**config.mk**
```make
export PLATFORM = sky130hd
export DESIGN_NAME = map_rom_arbiter
export DESIGN_NICKNAME = d
export VERILOG_FILES = /design/src/rtl/map_rom_arbiter_pkg.sv /design/src/rtl/map_rom_arbiter_cell_cache.sv /design/src/rtl/map_rom_arbiter.sv
export SDC_FILE = /design/constraint.sdc
export NUM_CORES = 1
export LEC_CHECK = 0
export CORE_MARGIN = 2
export CORE_UTILIZATION = 29
export DETAILED_ROUTE_END_ITERATION = 8
export HOLD_SLACK_MARGIN = 0.03
export PLACE_DENSITY_LB_ADDON = 0.12
export SLEW_MARGIN = 40
export SYNTH_ARGS = -nofsm -noshare
export SYNTH_HDL_FRONTEND = slang
export SYNTH_SLANG_ARGS = --single-unit
export TNS_END_PERCENT = 100
```
**constraint.sdc**
```tcl
create_clock -name clk -period 1.5 [get_ports clk]
set_input_delay 0.15 -clock clk [delete_from_list [all_inputs] [get_ports clk]]
set_output_delay 0.15 -clock clk [all_outputs]
set_load 0.01 [all_outputs]
```
**src/rtl/map_rom_arbiter_pkg.sv**
```systemverilog
// Shared constants for the map ROM arbiter: default map geometry,
// starvation defaults and the grant encoding.
package map_rom_arbiter_pkg;

  localparam int DEF_MAP_WIDTH_BITS  = 4;
  localparam int DEF_MAP_HEIGHT_BITS = 4;
  localparam int DEF_STARVE_LIMIT    = 7;
  localparam int DEF_WAIT_BITS       = 3;

  typedef enum logic [1:0] {
    GNT_NONE = 2'd0,
    GNT_OVL  = 2'd1,
    GNT_TRC  = 2'd2
  } gnt_e;

endpackage

```
**src/rtl/map_rom_arbiter_cell_cache.sv**
```systemverilog
// One-entry overlay cell cache: tag/valid/value registers, hit compare and flush.
module map_cell_cache
  import map_rom_arbiter_pkg::*;
#(
  parameter int MAP_WIDTH_BITS  = DEF_MAP_WIDTH_BITS,
  parameter int MAP_HEIGHT_BITS = DEF_MAP_HEIGHT_BITS
) (
  input  logic                       clk,
  input  logic                       reset_n,
  input  logic                       i_flush,
  input  logic                       i_ovl_en,
  input  logic [MAP_WIDTH_BITS-1:0]  i_col,
  input  logic [MAP_HEIGHT_BITS-1:0] i_row,
  input  logic                       i_fill,
  input  logic                       i_fill_val,
  output logic                       o_hit,
  output logic                       o_val
);

  localparam int TAG_BITS = MAP_WIDTH_BITS + MAP_HEIGHT_BITS;

  logic [TAG_BITS-1:0] tag_q;
  logic                valid_q;
  logic                val_q;

  assign o_hit = i_ovl_en & valid_q & ({i_col, i_row} == tag_q);
  assign o_val = val_q;

  // NOTE: state registers use non-blocking assignments so every flop samples pre-edge values.
  always_ff @(posedge clk or negedge reset_n) begin
    if (!reset_n) begin
      valid_q <= 1'b0;
    end else if (i_flush) begin
      valid_q <= 1'b0;
    end else if (i_fill) begin
      valid_q <= 1'b1;
    end
  end

  // NOTE: tag and value carry no reset; valid_q alone decides whether they are trusted.
  always_ff @(posedge clk) begin
    if (i_fill) begin
      tag_q <= {i_col, i_row};
      val_q <= i_fill_val;
    end
  end

endmodule

```
**src/rtl/map_rom_arbiter.sv**
```systemverilog
// Shares one map_rom between the pixel-timed overlay and the req/ack wall tracer.
// Define MAP_ARB_OVERLAY_CACHE_EN to add the one-entry overlay cell cache.
module map_rom_arbiter
  import map_rom_arbiter_pkg::*;
#(
  parameter int MAP_WIDTH_BITS  = DEF_MAP_WIDTH_BITS,
  parameter int MAP_HEIGHT_BITS = DEF_MAP_HEIGHT_BITS,
  parameter int STARVE_LIMIT    = DEF_STARVE_LIMIT,
  parameter int WAIT_BITS       = DEF_WAIT_BITS
) (
  input  logic                       clk,
  input  logic                       reset_n,
  input  logic                       i_flush,
  input  logic                       i_trc_req,
  input  logic [MAP_WIDTH_BITS-1:0]  i_trc_col,
  input  logic [MAP_HEIGHT_BITS-1:0] i_trc_row,
  output logic                       o_trc_ack,
  output logic                       o_trc_val,
  input  logic                       i_ovl_en,
  input  logic [MAP_WIDTH_BITS-1:0]  i_ovl_col,
  input  logic [MAP_HEIGHT_BITS-1:0] i_ovl_row,
  output logic                       o_ovl_val,
  output logic                       o_ovl_stale,
  output logic [MAP_WIDTH_BITS-1:0]  o_map_col,
  output logic [MAP_HEIGHT_BITS-1:0] o_map_row,
  input  logic                       i_map_val
);

  gnt_e                 gnt_d, gnt_q;
  logic [WAIT_BITS-1:0] wait_d, wait_q;
  logic                 trc_val_q, ovl_val_q, ovl_stale_q;
  logic                 ovl_hit, ovl_need, trc_ok, starve, cache_val;

`ifdef MAP_ARB_OVERLAY_CACHE_EN
  map_cell_cache #(
    .MAP_WIDTH_BITS  (MAP_WIDTH_BITS),
    .MAP_HEIGHT_BITS (MAP_HEIGHT_BITS)
  ) u_cache (
    .clk        (clk),
    .reset_n    (reset_n),
    .i_flush    (i_flush),
    .i_ovl_en   (i_ovl_en),
    .i_col      (i_ovl_col),
    .i_row      (i_ovl_row),
    .i_fill     (gnt_d == GNT_OVL),
    .i_fill_val (i_map_val),
    .o_hit      (ovl_hit),
    .o_val      (cache_val)
  );
`else
  logic unused_flush;
  assign unused_flush = i_flush;
  assign ovl_hit      = 1'b0;
  assign cache_val    = ovl_val_q;
`endif

  assign ovl_need = i_ovl_en & ~ovl_hit;
  // The ack cycle is never granted, capping the tracer at one lookup per two cycles.
  assign trc_ok   = i_trc_req & ~o_trc_ack;
  assign starve   = (wait_q == WAIT_BITS'(STARVE_LIMIT));

  // NOTE: every always_comb output gets a default first so no latch is inferred.
  always_comb begin
    gnt_d  = GNT_NONE;
    wait_d = wait_q;
    if (trc_ok && (starve || !ovl_need)) begin
      gnt_d = GNT_TRC;
    end else if (ovl_need) begin
      gnt_d = GNT_OVL;
    end
    if (!i_trc_req || gnt_d == GNT_TRC) begin
      wait_d = '0;
    end else if (trc_ok && !starve) begin
      wait_d = wait_q + WAIT_BITS'(1);
    end
  end

  assign o_map_col = (gnt_d == GNT_OVL) ? i_ovl_col : i_trc_col;
  assign o_map_row = (gnt_d == GNT_OVL) ? i_ovl_row : i_trc_row;

  always_ff @(posedge clk or negedge reset_n) begin
    if (!reset_n) begin
      gnt_q       <= GNT_NONE;
      wait_q      <= '0;
      trc_val_q   <= 1'b0;
      ovl_val_q   <= 1'b0;
      ovl_stale_q <= 1'b0;
    end else begin
      gnt_q  <= gnt_d;
      wait_q <= wait_d;
      if (gnt_d == GNT_TRC) begin
        trc_val_q <= i_map_val;
      end
      if (gnt_d == GNT_OVL) begin
        ovl_val_q <= i_map_val;
      end else if (ovl_hit) begin
        ovl_val_q <= cache_val;
      end
      // Stale only when the overlay needed the ROM and lost it to the tracer.
      ovl_stale_q <= (gnt_d == GNT_TRC) && ovl_need;
    end
  end

  assign o_trc_ack   = (gnt_q == GNT_TRC);
  assign o_trc_val   = trc_val_q;
  assign o_ovl_val   = ovl_val_q;
  assign o_ovl_stale = ovl_stale_q;

endmodule

```
# Word-level counts from Yosys, hierarchy flattened
# Cells that the tools add are included.
# op_classes
n_addsub,1
eq_ne,4
n_mux,6
n_bitwise,2
reduce_logical,9
# ops
op,count
$mux 4,2
$mux 3,2
$eq 2x2->1 const B,2
$add 3x1->3 const B,1
$eq 3x3->1 const B,1
$logic_and 1x1->1,3
$logic_not 1->1,3
$eq 2x1->1 const B,1
$logic_or 1x1->1,2
$mux 2,1
$reduce_bool 2->1,1
$and 1x1->1,1
$mux 1,1
$not 1->1,1
# word_totals
regBits,8
input_bits,22
output_inout_bits,12
word_cells,27

# Longest topological paths before layout
# logic_depth
ltp_word,8
depth_mapped,5
mapped_depth_nobuf,5

# Worst setup path after synthesis
# Ideal clock, no wire load.
# synth_timing
path_kind,flip-flop to output port
from,register wait_q[0]
to,output port o_map_col[0]
arrival_ps,1362
required_time_ps,1350
setup_slack_ps,-12
stages_incl_launch_ff,6
path_buffers,0
path_cell_list,dfrtp_1 ha_1 ha_1 nand2_1 o21ai_4 mux2_2
# synth_between
elab_chain_cells,6
# synth_lines
item,line,rtl
"start, declared",map_rom_arbiter.sv:30,"logic [WAIT_BITS-1:0] wait_d, wait_q;"
"start signal, assigned",map_rom_arbiter.sv:90,wait_q <= wait_d;
$eq 3x3->1,map_rom_arbiter.sv:60,assign starve = (wait_q == WAIT_BITS'(STARVE_LIMIT));
$logic_or 1x1->1,map_rom_arbiter.sv:66,if (trc_ok && (starve || !ovl_need)) begin
$logic_and 1x1->1,map_rom_arbiter.sv:66,
$mux 2,map_rom_arbiter.sv:66,
$eq 2x1->1,map_rom_arbiter.sv:78,assign o_map_col = (gnt_d == GNT_OVL) ? i_ovl_col : i_trc_col;
$mux 4,map_rom_arbiter.sv:78,
"end, declared",map_rom_arbiter.sv:24,"output logic [MAP_WIDTH_BITS-1:0] o_map_col,"
# No other way between the ends.

# Worst setup path after layout
# layout_timing
from,register wait_q[1]
to,output port o_map_col[0]
# The elaborated chain is that of the path after synthesis.

==> results by group <==
Global routing
  – Vias in the first global route: 543
  – First-pass GRT wire length: between 2000 and 2500 µm
  – GR Overflow Total: 0
  – Largest net degree at the start of global routing: 9
  – Gr usage total: 0.184
  – Initial antenna violation count: 0

Placed design
  – Dpl hpwl: roughly 1000 µm
  – IO buf count: 32
  – Post-Place Cells: 93
  – Placer Congestion: approximately 0.74

Synth
  – Warnings, synthesis: 0
  – Post-synthesis sequential element count: 8
  – Post-synthesis sequential area ratio: 0.440
  – Post-Synth Adder-Cell Area: 0.0549
  – XOR/XNOR Fraction of Synth Area: 0
  – Compound-Gate Fraction of Synth Area: 0.0852
  – Post-Synthesis Cells: 38
  – Post-synthesis simple-gate area fraction: 0.157
  – Synth Cell Area: about 460 µm²
  – Post-synthesis mux area share: 0.247
  – Largest family of logic cells by synthesized area: multiplexers
  – Syn Nets: 62
  – Synthesized area per cell: roughly 12 µm²
  – Yosys cell types: 15

Clock network
  – Longest Clk Path Bufs: 2
  – Reg clk slew, reported paths: 50 ps
  – H-tree levels: 1
  – CTS sink cnt: 8
  – CTS tree: yes
  – CTS root buf: clkbuf_4
  – CTS buffer count: 3
  – Worst-skew pair later-pin latency: about 250 ps
  – # hold bufs at CTS: 0

Critical path
  – Worst endpoint required time: 1350 ps
  – Critical path class: register to output pin
  – Worst EP arrival: about 1900 ps
  – Critical Path End Type: output pin
  – Startpoint Class: register
  – Reg2Reg Capture Point: wait_q[0]$_DFFE_PN0P_
  – R2r worst-path depth: 7
  – CP Buf/Inv Count: 3
  – Top delay family on crit path: buffers and inverters
  – Critical-path cell list: ha_2 > ha_4 > nand2_4 > buf_12 > o21ai_4 > buf_4 > mux2_4 > buf_2
  – Largest stage delay, worst path: between 300 and 400 ps
  – Worst r2r src: wait_q[1]$_DFFE_PN0P_
  – Flop2flop setup slack: -180 ps
  – CP Max Fanout: 3
  – CP max stage cell: dfrtp_1

Status
  – Status: complete, but fails checks
  – Failing checks: setup timing

Power
  – Worst ir drop on vdd: between 500 and 600 µV
  – Pwr Density: between 500 and 600 nW/µm²
  – Leak pwr: 0.528 nW

Die
  – Core Box Area: ~1500 µm²
  – # rows: 14
  – Die Y: approximately 44 µm
  – Die area: about 1900 µm²
  – Initial Utilization: 0.306
  – Ports: 34
  – Die width: about 44 µm

Routing
  – Final wirelength: 1620 µm
  – Vias: between 500 and 600
  – DRC: 0
  – Antenna Nets Post-Route: 0
  – Via-to-Cell Ratio: 4.84
  – WL/cell: roughly 15 µm
  – First-pass iteration count of the detailed router: 2
  – DRT iter0 DRCs: 5

STA
  – Final Cycle Share: 1.33
  – Tightest Pin Transition: roughly 380 ps
  – PnR worst setup slack: -499 ps
  – Fmax: ~500 MHz
  – Total Neg Setup Slack: -4240 ps
  – Final slew viol count: 0
  – Final min period: roughly 2000 ps
  – Setup-failing EPs final: 12
  – Post-Route Skew: approximately 2.1 ps
  – RSZ-0062 raised after global routing: yes
  – Max-Slew Margin vs Limit: 0.746
  – Final hold violation count: 0

Final layout
  – Commonest non-fill, non-tap cells in the layout: 23 x clkdlybuf4s50_1, 15 x buf_6, 10 x buf_4
  – Layout cells sized above 1: 0.581
  – Antenna Cells: 0
  – Area Overhead vs Synth: 142%
  – NumNets Final: between 100 and 150
  – Final std cells w/o fill: roughly 110
  – Commonest non-fill, non-tap cell in the layout: clkdlybuf4s50_1

Job
  – Max Cap Viol: 0

Worst hold path
  – Min-Delay Path Class: primary input to asynchronous set/reset pin
synthesized netlist by cell type:
cell | n | area [µm²]
inv_1 | 1 | 3.75
or3_1 | 1 | 6.26
and3_2 | 1 | 7.51
and2_1 | 1 | 6.26
a21boi_0 | 3 | 22.5
nand2b_4 | 1 | 13.8
nor2b_1 | 1 | 6.26
ha_1 | 2 | 25.0
inv_2 | 1 | 3.75
o21ai_4 | 1 | 16.3
nand2_1 | 4 | 15.0
nand2b_1 | 1 | 6.26
dfrtp_1 | 8 | 200
nand3_1 | 2 | 10.0
mux2_2 | 10 | 113
per-layer routing:
layer / up-vias / wire, µm / GRT usage
met4: 0 / 0 / 0.0545
li1: 247 / - / -
met2: 15 / 791 / 0.288
met1: 266 / 745 / 0.234
met5: - / 0 / 0
met3: 0 / 78 / 0.0708
cell type report:
class	instances	area (µm²)
Tap cell	16	20.0
Clock buffer	3	22.5
Sequential cell	8	200
Inverter	2	7.51
Timing Repair Buffer	51	508
Multi-Input combinational cell	29	345
Fill cell	106	385
logic make-up after synthesis:
family	count (synthesis)
AOI/OAI and AO/OA	4
adders and majority gates	2
and+or+nand+nor	12
buffers and inverters	2
DFF	8
muxes	10
worst register-to-register path, cell delays in order, from the launching register on:
cell      delay [ps]
dfrtp_1          390
ha_2             200
ha_4             160
buf_4            130
buf_6            100
nand2b_4         130
or3_4            360
a21boi_2         140
metrics by stage:
stage / cell area, µm² / setup slack (ps) / hold WS (ps) / utilization / power, mW
2_1_floorplan: 455 / -12.2 / -146 / - / 0.302
3_3_place_gp: 848 / -530 / 449 / 0.570 / 0.429
3_5_place_dp: 848 / -544 / 454 / 0.570 / 0.429
4_1_cts: 1040 / -509 / 183 / 0.701 / 0.638
5_1_grt: 1100 / -564 / 178 / 0.741 / 0.684
6_report: 1100 / -499 / 185 / 0.741 / 0.651
sequential cells by signal (all words and copies together) (netlist names):
register,cells
o_ovl_val,1
wait_q,3
o_trc_val,1
gnt_q,2
o_ovl_stale,1
where the power goes:
| part | leakage [nW] | switching (mW) | internal [mW] |
|---|---|---|---|
| Clock | 0.0138 | 0.0708 | 0.0914 |
| Combinational | 0.412 | 0.0808 | 0.170 |
| Sequential | 0.103 | 0.00793 | 0.230 |
how the worst max path moves through the flow:
stage | start | endpoint | slack [ps] | cells past startpoint
finish | wait_q[1]$_DFFE_PN0P_ | o_map_col[0] | -500 | 8
global route | wait_q[0]$_DFFE_PN0P_ | o_map_col[0] | -560 | 8
CTS | wait_q[1]$_DFFE_PN0P_ | o_map_row[0] | -510 | 7
detailed placement | wait_q[1]$_DFFE_PN0P_ | o_map_row[0] | -540 | 6
global placement | i_trc_req | o_map_row[0] | -530 | 5
floorplan | wait_q[0]$_DFFE_PN0P_ | o_map_col[0] | -10 | 5
repair_timing:
item                                   CTS  global route
pin swaps                                8             3
endpoints found under the hold margin    0             0
setup buffers                            8             7
gates cloned                             1             0
setup endpoints to repair               13            14
gates resized for setup                 64             9
Power figures use the tool's default switching activity.
